**src/rtl/id_ex_stage.sv**
```systemverilog
// ID/EX pipeline register with load-use hazard detection, flush, hold and sticky halt.
// Optional performance counters are enabled by defining ID_EX_PERF_EN.
module id_ex_stage #(
  parameter int unsigned DATA_W = 16,
  parameter int unsigned REG_W  = 4
) (
  input  logic              clk,
  input  logic              rst_n,
  input  logic [3:0]        id_opcode,
  input  logic [1:0]        id_branch,
  input  logic              id_memtoreg,
  input  logic              id_memwrite,
  input  logic              id_memread,
  input  logic              id_alusrc,
  input  logic              id_regwrite,
  input  logic              id_halt,
  input  logic              id_pcs,
  input  logic              id_loadbyte,
  input  logic [REG_W-1:0]  id_rs,
  input  logic [REG_W-1:0]  id_rt,
  input  logic [REG_W-1:0]  id_rd,
  input  logic [DATA_W-1:0] id_rdata1,
  input  logic [DATA_W-1:0] id_rdata2,
  input  logic [DATA_W-1:0] id_imm,
  input  logic [DATA_W-1:0] id_pc2,
  input  logic              flush,
  input  logic              hold,
  output logic              stall,
  output logic              ex_valid,
  output logic [1:0]        ex_branch,
  output logic              ex_memtoreg,
  output logic              ex_memwrite,
  output logic              ex_memread,
  output logic              ex_alusrc,
  output logic              ex_regwrite,
  output logic              ex_halt,
  output logic              ex_pcs,
  output logic              ex_loadbyte,
  output logic [3:0]        ex_opcode,
  output logic [REG_W-1:0]  ex_rs,
  output logic [REG_W-1:0]  ex_rt,
  output logic [REG_W-1:0]  ex_rd,
  output logic [DATA_W-1:0] ex_rdata1,
  output logic [DATA_W-1:0] ex_rdata2,
  output logic [DATA_W-1:0] ex_imm,
  output logic [DATA_W-1:0] ex_pc2,
  output logic              halt_latched
`ifdef ID_EX_PERF_EN
  ,
  output logic [15:0]       perf_stall_cnt,
  output logic [15:0]       perf_flush_cnt
`endif
);

  typedef struct packed {
    logic              valid;
    logic [1:0]        branch;
    logic              memtoreg;
    logic              memwrite;
    logic              memread;
    logic              alusrc;
    logic              regwrite;
    logic              halt;
    logic              pcs;
    logic              loadbyte;
    logic [3:0]        opcode;
    logic [REG_W-1:0]  rs;
    logic [REG_W-1:0]  rt;
    logic [REG_W-1:0]  rd;
    logic [DATA_W-1:0] rdata1;
    logic [DATA_W-1:0] rdata2;
    logic [DATA_W-1:0] imm;
    logic [DATA_W-1:0] pc2;
  } ex_t;

  ex_t  ex_q, ex_d;
  logic halt_q, halt_d;
  logic use_rs, use_rt, use_rd;
  logic hazard;

  always_comb begin
    use_rs = 1'b0;
    use_rt = 1'b0;
    use_rd = 1'b0;
    case (id_opcode)
      4'b0000, 4'b0001, 4'b0010, 4'b0011,
      4'b0111, 4'b1001:                   begin use_rs = 1'b1; use_rt = 1'b1; end
      4'b0100, 4'b0101, 4'b0110,
      4'b1000, 4'b1101:                   use_rs = 1'b1;
      4'b1010, 4'b1011:                   use_rd = 1'b1;
      default:                            ;
    endcase
  end

  // Hazard looks only at EX; after one bubble EX no longer holds the load.
  always_comb begin
    hazard = ex_q.valid && ex_q.memread && (ex_q.rd != '0) &&
             ((use_rs && (id_rs == ex_q.rd)) ||
              (use_rt && (id_rt == ex_q.rd)) ||
              (use_rd && (id_rd == ex_q.rd)));
    stall  = hazard && !flush && !halt_q;
  end

  always_comb begin
    ex_d = ex_q;
    if (!hold) begin
      if (flush || halt_q || stall) begin
        ex_d = '0;
      end else begin
        ex_d.valid    = 1'b1;
        ex_d.branch   = id_branch;
        ex_d.memtoreg = id_memtoreg;
        ex_d.memwrite = id_memwrite;
        ex_d.memread  = id_memread;
        ex_d.alusrc   = id_alusrc;
        ex_d.regwrite = id_regwrite;
        ex_d.halt     = id_halt;
        ex_d.pcs      = id_pcs;
        ex_d.loadbyte = id_loadbyte;
        ex_d.opcode   = id_opcode;
        ex_d.rs       = id_rs;
        ex_d.rt       = id_rt;
        ex_d.rd       = id_rd;
        ex_d.rdata1   = id_rdata1;
        ex_d.rdata2   = id_rdata2;
        ex_d.imm      = id_imm;
        ex_d.pc2      = id_pc2;
      end
    end
    halt_d = halt_q || (ex_d.valid && ex_d.halt);
  end

  always_ff @(posedge clk or negedge rst_n) begin
    if (!rst_n) begin
      ex_q   <= '0;
      halt_q <= 1'b0;
    end else begin
      ex_q   <= ex_d;
      halt_q <= halt_d;
    end
  end

  assign ex_valid     = ex_q.valid;
  assign ex_branch    = ex_q.branch;
  assign ex_memtoreg  = ex_q.memtoreg;
  assign ex_memwrite  = ex_q.memwrite;
  assign ex_memread   = ex_q.memread;
  assign ex_alusrc    = ex_q.alusrc;
  assign ex_regwrite  = ex_q.regwrite;
  assign ex_halt      = ex_q.halt;
  assign ex_pcs       = ex_q.pcs;
  assign ex_loadbyte  = ex_q.loadbyte;
  assign ex_opcode    = ex_q.opcode;
  assign ex_rs        = ex_q.rs;
  assign ex_rt        = ex_q.rt;
  assign ex_rd        = ex_q.rd;
  assign ex_rdata1    = ex_q.rdata1;
  assign ex_rdata2    = ex_q.rdata2;
  assign ex_imm       = ex_q.imm;
  assign ex_pc2       = ex_q.pc2;
  assign halt_latched = halt_q;

`ifdef ID_EX_PERF_EN
  logic [15:0] stall_cnt_q, stall_cnt_d;
  logic [15:0] flush_cnt_q, flush_cnt_d;

  always_comb begin
    stall_cnt_d = stall_cnt_q;
    flush_cnt_d = flush_cnt_q;
    if (stall && !hold && (stall_cnt_q != '1)) stall_cnt_d = stall_cnt_q + 16'd1;
    if (flush && !hold && (flush_cnt_q != '1)) flush_cnt_d = flush_cnt_q + 16'd1;
  end

  always_ff @(posedge clk or negedge rst_n) begin
    if (!rst_n) begin
      stall_cnt_q <= '0;
      flush_cnt_q <= '0;
    end else begin
      stall_cnt_q <= stall_cnt_d;
      flush_cnt_q <= flush_cnt_d;
    end
  end

  assign perf_stall_cnt = stall_cnt_q;
  assign perf_flush_cnt = flush_cnt_q;
`endif

endmodule

```
**config.mk**
```make
export PLATFORM = sky130hd
export DESIGN_NAME = id_ex_stage
export DESIGN_NICKNAME = d
export VERILOG_FILES = /design/src/rtl/id_ex_stage.sv
export SDC_FILE = /design/constraint.sdc
export NUM_CORES = 1
export LEC_CHECK = 0
export CAP_MARGIN = 30
export CORE_UTILIZATION = 40
export CTS_BUF_LIST = sky130_fd_sc_hd__clkbuf_8
export DETAILED_ROUTE_END_ITERATION = 8
export GPL_ROUTABILITY_DRIVEN = 0
export PLACE_DENSITY = 0.82
export SLEW_MARGIN = 10
export SYNTH_ARGS = -nofsm -noshare
export SYNTH_HDL_FRONTEND = slang
export SYNTH_SLANG_ARGS = --single-unit
```
**constraint.sdc**
```tcl
create_clock -name clk -period 2.8 [get_ports clk]
set_clock_uncertainty 0.15 [all_clocks]
set_input_delay 0.56 -clock clk [delete_from_list [all_inputs] [get_ports clk]]
set_output_delay 0.56 -clock clk [all_outputs]
set_load 0.005 [all_outputs]
```
==> run summary <==
* 93 — largest net degree at the start of global routing
* 360.8 MHz — Highest Clock Rate
* 601 — Filler Cells Inserted
* 0.34 ns — Worst-Skew Late Latency
* 22 — post-synth cell types
* 2,906 — via count of the first global-routing pass
* 186 — number of I/O port buffers
* dfrtp_1 — leading area contributor after synthesis
* 92 — TritonCTS sink count
* 855 microns — met3 wire length
* 9156 sq um — area of the die
* 0 — count of inserted antenna diode cells
* 0.10 ns — post-CTS clock slew at the launch and capture registers of the worst setup and hold paths
* built — CTS tree
* 20.11% — overall track demand over capacity in global routing
* complete, no violations — status
* 0.9426 ns — transition time of the tightest slew-check pin
* 0 — number of buffers added to fix hold violations after cts
* 12.44% — fraction of final layout cells sized beyond drive strength 1
* 14.57 sq um — average size of a mapped cell
* 65.57% — part of the Yosys area used for sequential elements
* 69.46% — post-synthesis to final-layout area growth
* 0 — reported max-cap violation count
* 71.33% — utilization after layout
* flop — Setup crit end kind
* 42.09% — starting density of the core
* 98.99% — final period utilization
* 0 — number of pins with negative max-slew slack in the final report
* 0.2392 mV — highest ir drop seen on vdd
* 100.0% — share of flip-flops with an asynchronous set or reset after synthesis
* 539 — post-layout net count
* 520.6 nW/um^2 — Pwr per Cell Area
* 5.048 mm — DR WL met2
* dfrtp_1 — Synth Flop Type
* 0 — Routed Antenna Nets
* input port — Critical Path Start Type
* dfrtp_1 (92), a22o_1 (89), xor2_1 (12) — most frequent cells after synthesis
* 5.267 — per-cell via count in the routed design
* 4 — TritonRoute pass-1 iters
* 0 — final number of setup-violating endpoints
* 0 — EDFF count, synth
* 0 — Final Hold Vio Count
* 2.714 nW — Leakage
* 10.34 mm — wirelength, routed
* 3511 sq um — netlist area before placement
* 9 — CTS buffer count
* 2.87 ns — critical path required time
* 2.772 ns — shortest period the worst path allows
* met4 — top sig layer
* 0.09 ns — slack of the worst reg-to-reg path
* 33 — count of standard-cell rows
* 59 — initial drt markers
* 187 — I/O pin count
* 92 — count of state elements after synthesis
* dfrtp_1 (66%), a22o_1 (22%), buf_6 (3.5%), xor2_1 (3.0%), clkbuf_1 (1.1%) — largest cells by area after synthesis
* 2 — maximum buffer depth of the clock tree
* 2.84 ns — signal arrival time at the worst endpoint
* 65.57% — share of Yosys cell area claimed by the top area cell type
* clkbuf_8 — Root Buffer
* in2reg — Worst Path Class, Setup
* 0 — antenna violations before repair
* 335 — Post-Syn Nets
* 18.63 microns — routed wirelength normalized by instance count
* 0 — grt total ovfl
* dfrtp_1 — most instantiated library cell after synthesis
* in2async — Hold Path Class
* 0 ns — setup total negative slack
* 95.69 microns — overall die height
* 4.212 mm — met1 routed wirelength after detailed routing
* 0 — drc violations
* 7 — CP max FO
* 37.16% — Worst slew margin
* 241 — number of standard cells after synthesis
* 6.674 mm — HPWL after detailed placement
* 2,923 — via count
* 3 — count of H-tree levels built during CTS
* 8341 sq um — area of the placeable core
* 95.69 microns — die width
* 0 — Yosys Warn Count
* 14.01 mm — first-pass GRT wire length
## registers in the layout, summed over array words and instances (netlist names), 2 cells and up
signal	count
ex_rdata1	16
ex_branch	2
ex_rdata2	16
ex_imm	16
ex_opcode	4
ex_rd	4
ex_pc2	16
ex_rt	4
ex_rs	4
## timing repair
item / in CTS / in global routing
hold endpoints to repair: 0 / 0
gates cloned: 0 / 9
pin swaps: 6 / 3
setup endpoints to repair: 1 / 85
buffers inserted: 5 / 3
resized for setup: 3 / 11
## critical path, cell delays in order
cell and delay [ns]:
clkdlybuf4s50_1 0.44, xor2_1 0.18, a2111oi_4 0.19, nand3_1 0.14, buf_4 0.15, buf_4 0.13, buf_4 0.12, buf_4 0.12
buf_4 0.12, buf_4 0.14, and4_4 0.20, buf_4 0.18, a22o_1 0.18
## cells in the final DEF, fill, tap and decap left out, types with 4 or more instances in the layout
master | netlist | final
a22o_1 | 89 | 89
buf_12 | 0 | 4
buf_4 | 0 | 19
clkbuf_16 | 0 | 6
clkbuf_8 | 0 | 10
clkdlybuf4s50_1 | 0 | 178
dfrtp_1 | 92 | 90
dlymetal6s2s_1 | 0 | 4
nand2_1 | 4 | 4
xor2_1 | 12 | 12
## metal layers
metal | vias to the layer above | global-route usage (%)
met1 | 1429 | 24.38
met5 | - | 0
li1 | 1333 | -
met3 | 19 | 5.901
met4 | 0 | 8.582
met2 | 142 | 33.33
## power breakdown
group | total, mW | leakage [nW] | internal (mW) | switching [mW]
combinational | 0.741 | 1.36 | 0.493 | 0.249
sequential | 1.54 | 1.26 | 1.45 | 0.0891
clock | 0.813 | 0.0933 | 0.355 | 0.458
## stage by stage
step                hold WS [ns]  worst slack (ns)  instance area, sq um  power, mW  instances
floorplan                 0.1144            0.7132                  3511      1.776        241
global placement          0.3049           -0.1434                  5478      2.225        522
detailed placement        0.3165           -0.1513                  5478      2.244        522
CTS                      0.05845          -0.06952                  5704      3.070        543
global route             0.07238          -0.02159                  5949      3.254        555
finish                   0.04449           0.02820                  5949      3.097        555
## cells by family (layout without fill, tap and decap cells)
group | Yosys count | count (layout) | share of synthesized area [%]
AND/OR/NAND/NOR | 19 | 21 | 3.029
XOR/XNOR | 12 | 12 | 2.994
flip-flops | 92 | 92 | 65.57
AO/OA/AOI/OAI | 94 | 94 | 23.38
buffers and inverters | 24 | 231 | 5.025
## layout make-up
cell class              instances  area, sq um  area share, %
clock buffers                  10        137.6          2.313
clock inverters                 6        47.55         0.7992
multi-input cells             127         1090          18.32
flip-flops and latches         92         2305          38.74
well taps                     105        131.4          2.208
repair buffers                215         2238          37.62
## worst paths after layout
check	start	cells past startpoint	end
setup / recovery	id_rt[0]	13	ex_imm[13]
max in group asynchronous	rst_n	2	ex_rdata2[4]
hold / removal	rst_n	1	ex_rt[2]
hold reg to reg	ex_opcode[2]	2	ex_opcode[2]
setup reg to reg	ex_rd[3]	12	ex_imm[13]
min in group clk	ex_opcode[2]	2	ex_opcode[2]
Note: power is estimated with default switching activity, not from simulation.
